<file path="src/rtl/cpu_pkg.sv">
// Shared fetch-path definitions: default widths, ROM contents and the fetch entry type.
package cpu_pkg;

    localparam int unsigned DEF_ADDR_W = 4;
    localparam int unsigned DEF_DATA_W = 8;

    // One buffered fetch: the address and the word read from it.
    typedef struct packed {
        logic [DEF_ADDR_W-1:0] pc;
        logic [DEF_DATA_W-1:0] instr;
    } fetch_entry_t;

    // Default ROM image: {a, ~a}. The 32-bit result is zero above 2*addr_w bits,
    // so the caller truncates or zero-extends it to its word width.
    function automatic logic [31:0] rom_word(input logic [31:0] addr,
                                             input int unsigned addr_w = DEF_ADDR_W);
        logic [31:0] mask;
        mask = (32'd1 << addr_w) - 32'd1;
        return ((addr & mask) << addr_w) | (~addr & mask);
    endfunction

endpackage

</file>
<file path="src/rtl/sync_fifo.sv">
// Synchronous FIFO with clear; accepts a push while full when a pop happens the same cycle.
module sync_fifo #(
    parameter int unsigned WIDTH = 12,
    parameter int unsigned DEPTH = 4,
    localparam int unsigned PTR_W = (DEPTH > 1) ? $clog2(DEPTH) : 1,
    localparam int unsigned LVL_W = $clog2(DEPTH + 1)
) (
    input  logic             clk,
    input  logic             reset,
    input  logic             clear,
    input  logic             push,
    input  logic [WIDTH-1:0] din,
    input  logic             pop,
    output logic [WIDTH-1:0] dout,
    output logic             full,
    output logic             empty,
    output logic [LVL_W-1:0] level
);

    logic [WIDTH-1:0] mem [DEPTH];
    logic [PTR_W-1:0] rd_ptr;
    logic [PTR_W-1:0] wr_ptr;
    logic [LVL_W-1:0] count;
    logic             do_push;
    logic             do_pop;

    assign full    = (count == LVL_W'(DEPTH));
    assign empty   = (count == '0);
    assign level   = count;
    assign do_pop  = pop && !empty;
    assign do_push = push && (!full || do_pop);
    // Head reads as zero when nothing is buffered.
    assign dout    = empty ? '0 : mem[rd_ptr];

    // Storage write; contents need no reset since count gates visibility.
    always_ff @(posedge clk) begin
        if (!reset && !clear && do_push) begin
            mem[wr_ptr] <= din;
        end
    end

    // Pointer and occupancy update; pointers wrap naturally (DEPTH is a power of two).
    always_ff @(posedge clk) begin
        if (reset || clear) begin
            rd_ptr <= '0;
            wr_ptr <= '0;
            count  <= '0;
        end else begin
            if (do_push) begin
                wr_ptr <= wr_ptr + PTR_W'(1);
            end
            if (do_pop) begin
                rd_ptr <= rd_ptr + PTR_W'(1);
            end
            case ({do_push, do_pop})
                2'b10:   count <= count + LVL_W'(1);
                2'b01:   count <= count - LVL_W'(1);
                default: count <= count;
            endcase
        end
    end

endmodule

</file>
<file path="src/rtl/instr_fetch.sv">
// Instruction fetch: detects pc changes, reads the ROM into a one-entry stage,
// and buffers {pc, instr} pairs in a FIFO for decode. Counts fetches lost to overflow.
module instr_fetch
    import cpu_pkg::*;
#(
    parameter int unsigned ADDR_W = DEF_ADDR_W,
    parameter int unsigned DATA_W = DEF_DATA_W,
    parameter int unsigned DEPTH  = 4,
    parameter int unsigned DROP_W = 8,
    localparam int unsigned LVL_W = $clog2(DEPTH + 1)
) (
    input  logic              clk,
    input  logic              reset,
    input  logic [ADDR_W-1:0] pc_in,
    input  logic              flush,
    output logic              out_valid,
    input  logic              out_ready,
    output logic [ADDR_W-1:0] out_pc,
    output logic [DATA_W-1:0] out_instr,
    output logic [LVL_W-1:0]  level,
    output logic              overflow,
    output logic [DROP_W-1:0] drop_cnt
);

    localparam int unsigned ENTRY_W = ADDR_W + DATA_W;

    logic [ADDR_W-1:0]  pc_last;
    logic               first;
    logic               s1_valid;
    logic [ADDR_W-1:0]  s1_pc;
    logic [DATA_W-1:0]  s1_instr;
    logic [DATA_W-1:0]  rom_data;
    logic               fetch_evt;
    logic               fifo_full;
    logic               fifo_empty;
    logic               fifo_push;
    logic               fifo_pop;
    logic               drop;
    logic [ENTRY_W-1:0] fifo_dout;

    assign rom_data  = DATA_W'(rom_word(32'(pc_in), ADDR_W));
    assign fetch_evt = (pc_in != pc_last) || first;

    assign out_valid = !fifo_empty;
    assign out_pc    = fifo_dout[ENTRY_W-1:DATA_W];
    assign out_instr = fifo_dout[DATA_W-1:0];

    // A full FIFO still takes the stage-1 entry when decode frees a slot this cycle.
    assign fifo_pop  = out_valid && out_ready;
    assign fifo_push = s1_valid && (!fifo_full || fifo_pop);
    assign drop      = s1_valid && fifo_full && !fifo_pop && !flush;

    // Event detect and stage-1 register; flush forces a refetch of whatever pc follows.
    always_ff @(posedge clk) begin
        if (reset) begin
            pc_last  <= '0;
            first    <= 1'b1;
            s1_valid <= 1'b0;
            s1_pc    <= '0;
            s1_instr <= '0;
        end else if (flush) begin
            first    <= 1'b1;
            s1_valid <= 1'b0;
        end else begin
            s1_valid <= fetch_evt;
            if (fetch_evt) begin
                s1_pc    <= pc_in;
                s1_instr <= rom_data;
                pc_last  <= pc_in;
                first    <= 1'b0;
            end
        end
    end

    // Sticky overflow flag and saturating drop counter; only reset clears them.
    always_ff @(posedge clk) begin
        if (reset) begin
            overflow <= 1'b0;
            drop_cnt <= '0;
        end else if (drop) begin
            overflow <= 1'b1;
            if (drop_cnt != '1) begin
                drop_cnt <= drop_cnt + DROP_W'(1);
            end
        end
    end

    sync_fifo #(
        .WIDTH (ENTRY_W),
        .DEPTH (DEPTH)
    ) u_fifo (
        .clk   (clk),
        .reset (reset),
        .clear (flush),
        .push  (fifo_push),
        .din   ({s1_pc, s1_instr}),
        .pop   (fifo_pop),
        .dout  (fifo_dout),
        .full  (fifo_full),
        .empty (fifo_empty),
        .level (level)
    );

endmodule

</file>
<file path="config.mk">
export PLATFORM = sky130hd
export DESIGN_NAME = instr_fetch
export DESIGN_NICKNAME = d
export VERILOG_FILES = /design/src/rtl/cpu_pkg.sv /design/src/rtl/sync_fifo.sv /design/src/rtl/instr_fetch.sv
export SDC_FILE = /design/constraint.sdc
export NUM_CORES = 1
export LEC_CHECK = 0
export CORE_AREA = 2 2 76 78
export CTS_BUF_LIST = sky130_fd_sc_hd__clkbuf_16
export DETAILED_ROUTE_END_ITERATION = 10
export DIE_AREA = 0 0 78 80
export PLACE_DENSITY = 0.72
export SLEW_MARGIN = 40
export SYNTH_ARGS = -nofsm -noshare
export SYNTH_HDL_FRONTEND = slang
export SYNTH_SLANG_ARGS = --single-unit
</file>
<file path="constraint.sdc">
create_clock -name clk -period 2.3 [get_ports clk]
set_clock_uncertainty 0.2 [all_clocks]
set_input_delay 0.46 -clock clk [delete_from_list [all_inputs] [get_ports clk]]
set_output_delay 0.46 -clock clk [all_outputs]
set_load 0.1 [all_outputs]
</file>
==> impl_metrics.env <==
export IMPL_fin_total_pwr_mw=2.94
export IMPL_h_tree_depth=3
export IMPL_min_period_ns=2.35
export IMPL_finalHoldViolCount=0
export IMPL_synthesis_area_um2=2600
export IMPL_antenna_found_initial=0
export IMPL_start_util_pct=48.0
export IMPL_io_pins=33
export IMPL_worstMarginPinSlew_ns=0.448
export IMPL_first_iter_violations=81
export IMPL_ir_drop_v=0.000431
export IMPL_hold_buffers=0
export IMPL_p_per_area_nw_per_um2=806
export IMPL_placed_cell_area_um2=3260
export IMPL_clk_latency_ns=0.32
export IMPL_relSlewSlack_pct=70.2
export IMPL_critPathArrivalTime_ns=2.39
export IMPL_grt_overflow=0
export IMPL_fp_dieArea_um2=6240
export IMPL_drv_cap=0
export IMPL_design_area_um2=3650
export IMPL_cts_buffers=9
export IMPL_grt_max_degree=23
export IMPL_syn_nets=224
export IMPL_seq_area_frac_synth_pct=58.6
export IMPL_dieHeight_um=80
export IMPL_place_ws_ns=-0.562
export IMPL_syn_inst=209
export IMPL_setup_tns_ns=-0.0608
export IMPL_ant_nets=0
export IMPL_fin_crit_sh_pct=102
export IMPL_cts_tree="yes"
export IMPL_drt_total_wl_mm=5.00
export IMPL_synth_seq_cells=60
export IMPL_die_width_um=78
export IMPL_final_common_cell="buf_4"
export IMPL_leakage_nw=1.34
export IMPL_num_rows=27
export IMPL_dp_hpwl_mm=3.38
export IMPL_path_class="reg2reg"
export IMPL_required_ns=2.35
export IMPL_post_route_drc_count=0
export IMPL_diodes=0
export IMPL_ys_warn_count=0
export IMPL_layout_nets=277
export IMPL_grt_pass1_wl_mm=8.34
export IMPL_drt_wirelength_per_cell_um=14.8
export IMPL_synth_edff_count=32
export IMPL_clock_path_buffers=2
export IMPL_rsz0062_at_grt="true"
export IMPL_clkSlewWorstSetupHoldPaths_ns=0.05
export IMPL_status="finished, violations left"
export IMPL_drv_slew=0
export IMPL_cts_sinks=60
export IMPL_end_kind="flip-flop"
export IMPL_area_delta_synth_final_pct=40.5
export IMPL_fmax_mhz=426
export IMPL_gp_congestion=0.723
export IMPL_vias=1764
export IMPL_failed_checks="negative setup slack"
export IMPL_critPathMaxFanout=3
export IMPL_hp_class="reg2reg"
export IMPL_netlist_cell_type_count=39
export IMPL_setup_viol=2
export IMPL_drive_gt1_share_pct=35.2
export IMPL_grt_pass1_vias=1744
export IMPL_cts_root_buf="clkbuf_16"
export IMPL_synthArstFlopShare_pct=0
export IMPL_final_cell_mix="buf_4, edfxtp_1, dfxtp_1, nor2_1, buf_12"
export IMPL_grt_usage_pct=17.9
export IMPL_routed_via_density=5.20
export IMPL_core_um2=5410
export IMPL_fin_util_pct=67.5
export IMPL_first_pass_iters=4
export IMPL_worstSetupStartpointType="flip-flop"
export IMPL_ys_flop_type="edfxtp_1"
export IMPL_synth_avg_cell_area_um2=12.4
export IMPL_port_buffers=32
export IMPL_setup_ws_ns=-0.0484
repair_timing:
item | 4_1_cts | 5_1_grt
pin swaps | 7 | 6
endpoints found under the setup margin | 19 | 16
buffers inserted | 2 | 1
resized for setup | 11 | 1
metal layers:
layer / global-route usage, % / routed length (µm) / vias to the layer above
li1: - / - / 865
met1: 21.6 / 2160 / 846
met2: 29.7 / 2520 / 43
met3: 4.86 / 235 / 10
met4: 8.95 / 95 / 0
met5: 0 / 0 / -
cell families (layout without fill, tap and decap cells):
logic type | Yosys count | count (layout) | share of synthesized area, %
buffers and inverters | 23 | 81 | 3.95
muxes | 15 | 15 | 9.64
adders and majority gates | 7 | 7 | 3.66
DFF | 60 | 60 | 58.6
and+or+nand+nor | 73 | 73 | 15.9
AOI/OAI and AO/OA | 22 | 22 | 5.25
xor gates and xnor gates | 9 | 9 | 3.04
state kept, by name, indices dropped and copies added, names as in the netlist, named ones only:
name,cells
drop_cnt,8
first,1
overflow,1
s1_instr,4
s1_pc,4
s1_valid,1
u_fifo.level,3
u_fifo.mem,32
u_fifo.rd_ptr,2
u_fifo.wr_ptr,2
synth_stat cells, types with 2 or more instances:
library cell	number	area share, %
and3_1	2	0.48
mux2i_1	7	2.7
nor3_1	5	0.96
nor2_1	17	2.5
ha_1	6	2.9
dfxtp_1	28	22
nand2_1	10	1.4
o21ai_0	5	0.96
or4_1	3	0.87
buf_4	4	1.2
a21oi_1	7	1.3
nor3b_1	4	1.2
clkbuf_1	7	1.0
nand3_1	5	0.96
edfxtp_1	32	37
xor2_1	7	2.4
and4_1	2	0.67
xnor2_1	2	0.67
or3_1	2	0.48
o31ai_1	2	0.58
o211ai_1	5	1.4
mux4_2	8	6.9
inv_1	10	1.4
nand4_1	2	0.48
and2_1	13	3.1
final cells by class:
class                           count  area [µm²]
Clock buffer                        9         225
Clock inverter                      7         115
Fill cell                         386        1760
Inverter                           10        37.5
Multi-Input combinational cell    126        1030
Sequential cell                    60        1540
Tap cell                           72        90.1
Timing Repair Buffer               55         613
path summary, 6_finish.rpt:
path,start,endpoint,slack (ns),cells after the start
setup reg to reg,u_fifo.level[1],u_fifo.level[2],-0.05,8
hold reg to reg,overflow,overflow,0.26,2
setup / recovery,u_fifo.level[1],u_fifo.level[2],-0.05,8
hold / removal,overflow,overflow,0.26,2
worst max-delay path, stage by stage (launching register included):
cell and delay [ns]:
dfxtp_4 0.34, or4b_4 0.57, nand2_4 0.09, ha_4 0.13
inv_2 0.03, fa_2 0.32, xor2_1 0.16, or3_1 0.31
a21oi_1 0.13
through the flow:
stage,cells,hold slack [ns]
after global placement,320,0.255
after CTS,338,0.269
after global routing,339,0.309
final,339,0.265
after detailed placement,320,0.257
after floorplan,209,0.269
power by group:
group          internal [mW]  switching, mW  total [mW]  leakage, nW
sequential              1.15         0.0234        1.17        0.517
combinational          0.112          0.154       0.266        0.658
clock                   1.05          0.449        1.50        0.163
total                   2.31          0.627        2.94         1.34
(Power assumes the default switching activity.)
